--- src/rtl/tick_bcd_timer_if.sv ---
// Control and display bundle of the two-digit BCD event timer.
// The lap signals exist only when TICK_BCD_TIMER_LAP_EN is defined.
interface tick_bcd_timer_if;
  logic       tick_in;
  logic       start;
  logic       stop;
  logic       clear;
  logic [3:0] bcd_ones;
  logic [3:0] bcd_tens;
  logic       running;
  logic       wrap;
`ifdef TICK_BCD_TIMER_LAP_EN
  logic       lap;
  logic [3:0] lap_ones;
  logic [3:0] lap_tens;

  modport master (
    output tick_in, start, stop, clear, lap,
    input  bcd_ones, bcd_tens, running, wrap, lap_ones, lap_tens
  );

  modport slave (
    input  tick_in, start, stop, clear, lap,
    output bcd_ones, bcd_tens, running, wrap, lap_ones, lap_tens
  );
`else
  modport master (
    output tick_in, start, stop, clear,
    input  bcd_ones, bcd_tens, running, wrap
  );

  modport slave (
    input  tick_in, start, stop, clear,
    output bcd_ones, bcd_tens, running, wrap
  );
`endif
endinterface

--- src/rtl/tick_bcd_timer.sv ---
// Two-digit BCD event timer advanced by rising edges of the divided tick.
// Optional lap capture registers are built when TICK_BCD_TIMER_LAP_EN is defined.
module tick_bcd_timer #(
  parameter int unsigned TENS_MAX = 9
) (
  input logic          clk_in,
  input logic          rst,
  tick_bcd_timer_if.slave bus
);

  typedef enum logic [1:0] {
    IDLE  = 2'd0,
    RUN   = 2'd1,
    PAUSE = 2'd2
  } state_t;

  localparam logic [3:0] TENS_LAST = 4'(TENS_MAX);

  state_t     state_q;
  state_t     state_d;
  logic       tick_d;
  logic       tick_edge;
  logic       count_en;
  logic [3:0] ones_q;
  logic [3:0] tens_q;
  logic       wrap_q;

  assign tick_edge = bus.tick_in & ~tick_d;
  // Stop and Clear in the same cycle as an edge swallow it; Start never counts its own edge.
  assign count_en  = (state_q == RUN) & tick_edge & ~bus.stop & ~bus.clear;

  always_ff @(posedge clk_in) begin
    if (rst) begin
      tick_d <= 1'b0;
    end else begin
      tick_d <= bus.tick_in;
    end
  end

  always_ff @(posedge clk_in) begin
    if (rst) begin
      state_q <= IDLE;
    end else begin
      state_q <= state_d;
    end
  end

  always_comb begin
    state_d = state_q;
    if (bus.clear) begin
      state_d = IDLE;
    end else if (bus.stop) begin
      if (state_q == RUN) begin
        state_d = PAUSE;
      end
    end else if (bus.start) begin
      if (state_q != RUN) begin
        state_d = RUN;
      end
    end
  end

  always_ff @(posedge clk_in) begin
    if (rst || bus.clear) begin
      ones_q <= 4'd0;
      tens_q <= 4'd0;
      wrap_q <= 1'b0;
    end else begin
      wrap_q <= 1'b0;
      if (count_en) begin
        if (ones_q >= 4'd9) begin
          ones_q <= 4'd0;
          if (tens_q >= TENS_LAST) begin
            tens_q <= 4'd0;
            wrap_q <= 1'b1;
          end else begin
            tens_q <= tens_q + 4'd1;
          end
        end else begin
          ones_q <= ones_q + 4'd1;
        end
      end
    end
  end

  assign bus.bcd_ones = ones_q;
  assign bus.bcd_tens = tens_q;
  assign bus.wrap     = wrap_q;
  assign bus.running  = (state_q == RUN);

`ifdef TICK_BCD_TIMER_LAP_EN
  logic [3:0] lap_ones_q;
  logic [3:0] lap_tens_q;

  // Lap snapshots the digits as they stood before this cycle's increment.
  always_ff @(posedge clk_in) begin
    if (rst || bus.clear) begin
      lap_ones_q <= 4'd0;
      lap_tens_q <= 4'd0;
    end else if (bus.lap) begin
      lap_ones_q <= ones_q;
      lap_tens_q <= tens_q;
    end
  end

  assign bus.lap_ones = lap_ones_q;
  assign bus.lap_tens = lap_tens_q;
`endif

endmodule

--- src/flat_wrapper.sv ---
// flat-port wrapper written by rule: the top's interface ports become plain ports
module tick_bcd_timer_flat 
#(
  parameter int unsigned TENS_MAX = 9
)
  (clk_in, rst, bus_tick_in, bus_start, bus_stop, bus_clear, bus_bcd_ones, bus_bcd_tens, bus_running, bus_wrap);
  tick_bcd_timer_if bus_i ();
  input logic clk_in;
  input logic rst;
  input wire logic [$bits(bus_i.tick_in)-1:0] bus_tick_in;
  input wire logic [$bits(bus_i.start)-1:0] bus_start;
  input wire logic [$bits(bus_i.stop)-1:0] bus_stop;
  input wire logic [$bits(bus_i.clear)-1:0] bus_clear;
  output wire logic [$bits(bus_i.bcd_ones)-1:0] bus_bcd_ones;
  output wire logic [$bits(bus_i.bcd_tens)-1:0] bus_bcd_tens;
  output wire logic [$bits(bus_i.running)-1:0] bus_running;
  output wire logic [$bits(bus_i.wrap)-1:0] bus_wrap;
  assign bus_i.tick_in = bus_tick_in;
  assign bus_i.start = bus_start;
  assign bus_i.stop = bus_stop;
  assign bus_i.clear = bus_clear;
  assign bus_bcd_ones = bus_i.bcd_ones;
  assign bus_bcd_tens = bus_i.bcd_tens;
  assign bus_running = bus_i.running;
  assign bus_wrap = bus_i.wrap;
  tick_bcd_timer #(.TENS_MAX(TENS_MAX)) u_core (.clk_in(clk_in), .rst(rst), .bus(bus_i));
endmodule
--- config.mk ---
export PLATFORM = sky130hd
export DESIGN_NAME = tick_bcd_timer_flat
export DESIGN_NICKNAME = d
export VERILOG_FILES = /design/src/rtl/tick_bcd_timer_if.sv /design/src/rtl/tick_bcd_timer.sv /design/src/flat_wrapper.sv
export SDC_FILE = /design/constraint.sdc
export NUM_CORES = 1
export LEC_CHECK = 0
export CORE_MARGIN = 2
export CORE_UTILIZATION = 41
export DETAILED_ROUTE_END_ITERATION = 10
export PLACE_DENSITY_LB_ADDON = 0.2
export SYNTH_ARGS = -nofsm -noshare
export SYNTH_HDL_FRONTEND = slang
export SYNTH_SLANG_ARGS = --single-unit
--- constraint.sdc ---
create_clock -name clk_in -period 1.8 [get_ports clk_in]
set_clock_uncertainty 0.15 [all_clocks]
set_input_delay 0.27 -clock clk_in [delete_from_list [all_inputs] [get_ports clk_in]]
set_output_delay 0.27 -clock clk_in [all_outputs]
set_load 0.02 [all_outputs]
==> results_dict.tcl <==
set metrics [dict create \
    num-nets-final 107 \
    crit_type "flop to output port" \
    utilization 0.607 \
    switchingPower_uw 105 \
    hold_path_depth 2 \
    slowest_delay_ps 640 \
    cts_setup_buffers 0 \
    async_flop_share 0 \
    r2r_cells 6 \
    cp_max_fo 5 \
    dpl_cell_area_um2 867 \
    setup_viol 0 \
    drtIter0Drc 8 \
    coreArea_um2 1470 \
    vias_per_cell 5.30 \
    cts_buffers 3 \
    grt_use_total 0.160 \
    layout.area.seq_um2 245 \
    hp-class "flop to flop" \
    crit_path_cell_trace "clkdlybuf4s50_1" \
    arrival_ps 1320 \
    dr_total_vias 583 \
    clk_pin_slew_worst_paths_ps 70 \
    rsz0062_at_grt "no" \
    drv_slew 0 \
    ys_types 31 \
    initial_core_util 0.429 \
    post_drt_wl_per_cell_um 11.1 \
    p_leak_nw 0.368 \
    ys_seq_elements 12 \
    final_area_um2 893 \
    ctsHtreeMaxLevel 1 \
    synth_nets 79 \
    synth-seq-area-share 0.380 \
    grt_start_max_net_pins 10 \
    fmax_mhz 575 \
    synth_edf_count 0 \
    io_buffers 15 \
    crit_required_ps 1380 \
    switching_share 0.220 \
    cap_violations 0 \
    synth_area_per_cell_um2 9.43 \
    synthCells 67 \
    ctsHoldBuffers 0 \
    area_growth_pct 41.4 \
    path_delay_family "buffers and inverters" \
    status "complete, no violations" \
    power.density_nw_per_um2 534 \
    synth_top_area_share 0.380 \
    num_rows 14 \
    dr.pass1.iters 4 \
    gr-total-overflow 0 \
    slew_headroom 0.790 \
    synth_area_leaders "dfxtp_1, ha_1, nor4b_4" \
    drive_above_1_share 0.234 \
    worst_slew_pin_slew_ps 314 \
    diodes 0 \
    cp.depth 1 \
    grt_pass1_vias 537 \
    clock-sinks 12 \
    die_h_um 43.3 \
    p_comb_frac 0.076 \
    synth_ff_type "dfxtp_1" \
    yosys_warnings 0 \
    cp-end-kind "output port" \
    antenna_found_initial 0 \
    dieArea_um2 1870 \
    fin_hold_ws_ps 362 \
    hold_viol_final 0 \
    path_buf_inv 1 \
    wl_mm 1.22 \
    start_kind "flop" \
    ios 16 \
    p_int_uw 372 \
    dp_hpwl_um 953 \
    setup_ws_ps 60.0 \
    die_x_um 43.3 \
    power.total_uw 477 \
    yosysTopAreaCell "dfxtp_1" \
    peakVddDrop_uv 343 \
    fin_crit_ps 1740 \
    place_ws_ps -174 \
    cts_tree "yes" \
    p_seq_frac 0.560 \
    root_buffer "clkbuf_4" \
    slowest_stage "clkdlybuf4s50_1" \
    cts.path.max_buffers 2 \
    multi_input_area_um2 349 \
    drc 0 \
    gp_congestion 0.788 \
    insertion_delay_ps 270 \
    clkPwrFrac 0.363 \
    ant_nets 0 \
    grt_pass1_wl_mm 2.23 \
    netlist_area_um2 632 \
    fillers 144 \
    finalCritPeriodShare 0.967 \
]
-- through the flow --
step | instances | setup TNS (ps)
floorplan | 67 | 0
global placement | 106 | -749
detailed placement | 106 | -897
CTS | 110 | 0
global route | 110 | 0
finish | 110 | 0
-- cell usage after synthesis, drive strengths merged, types with 2 or more instances --
cell / n
nand3: 2
nand4: 2
a21oi: 4
inv: 6
nand2: 6
dfxtp: 12
o31ai: 3
a41oi: 2
nor3: 2
nor2: 3
clkbuf: 2
ha: 6
-- cells by family after synthesis --
group           Yosys count  synth area share
simple gates             26             0.259
fa+ha+maj                 6             0.119
compound gates           14             0.170
flops                    12             0.380
buf+inv                   9            0.0713
-- final cells by class --
class / instances / share of cell area
Timing Repair Buffer: 26 / 0.258
Sequential cell: 12 / 0.275
Multi-Input combinational cell: 46 / 0.391
Inverter: 6 / 0.0252
Tap cell: 16 / 0.0224
Clock buffer: 4 / 0.0294
-- worst register-to-register path, stage by stage (launching register included) --
cell	delay [ps]
dfxtp_2	350
inv_1	100
ha_1	140
or3b_1	370
and4_4	210
buf_4	130
a211oi_2	180
-- metal layers --
layer	vias up	wire length [um]	global-route usage
met2	13	567	0.239
met3	4	48	0.0298
li1	295	-	-
met1	271	571	0.205
met5	-	0	0
met4	0	31	0.109
-- sequential cells by signal, indices dropped and copies added, names as in the netlist --
register / count
u_core.bus.bcd_ones: 4
u_core.bus.bcd_tens: 4
u_core.bus.wrap: 1
u_core.tick_d: 1
u_core.state_q: 2
-- power by group through the flow --
| stage | registers, mW | logic, mW | clock network, mW |
|---|---|---|---|
| 2_1_floorplan | 0.274 | 0.0155 | 0 |
| 3_3_place_gp | 0.274 | 0.0367 | 0 |
| 3_5_place_dp | 0.274 | 0.0371 | 0 |
| 4_1_cts | 0.267 | 0.0367 | 0.182 |
| 5_1_grt | 0.268 | 0.0401 | 0.192 |
| 6_report | 0.267 | 0.0365 | 0.173 |
-- placed cells by master, fill, tap and decap left out, types with 2 or more instances in the layout --
cell type / count
inv_1: 6
dlygate4sd2_1: 2
clkdlybuf4s50_1: 13
o31ai_1: 3
nand3_1: 2
a21oi_1: 4
nand4_1: 2
nand2_1: 6
ha_1: 6
buf_4: 11
nor2_1: 3
clkbuf_4: 3
nor3_1: 2
dfxtp_1: 10
-- path summary, 6_finish.rpt --
path                                             from                                  end  slack, ps
hold / removal         u_core.state_q[1]$_SDFFE_PP0P_       u_core.state_q[1]$_SDFFE_PP0P_        360
setup / recovery  u_core.bus.bcd_ones[3]$_SDFFE_PP0N_                      bus_bcd_ones[3]         60
hold reg to reg        u_core.state_q[1]$_SDFFE_PP0P_       u_core.state_q[1]$_SDFFE_PP0P_        360
setup reg to reg  u_core.bus.bcd_ones[0]$_SDFFE_PP0N_  u_core.bus.bcd_tens[3]$_SDFFE_PP0P_        100
-- timing repair --
item	in CTS	in global routing
gates resized for setup	2	3
setup endpoints to repair	2	4
hold endpoints to repair	0	0
Power figures use the tool's default switching activity.
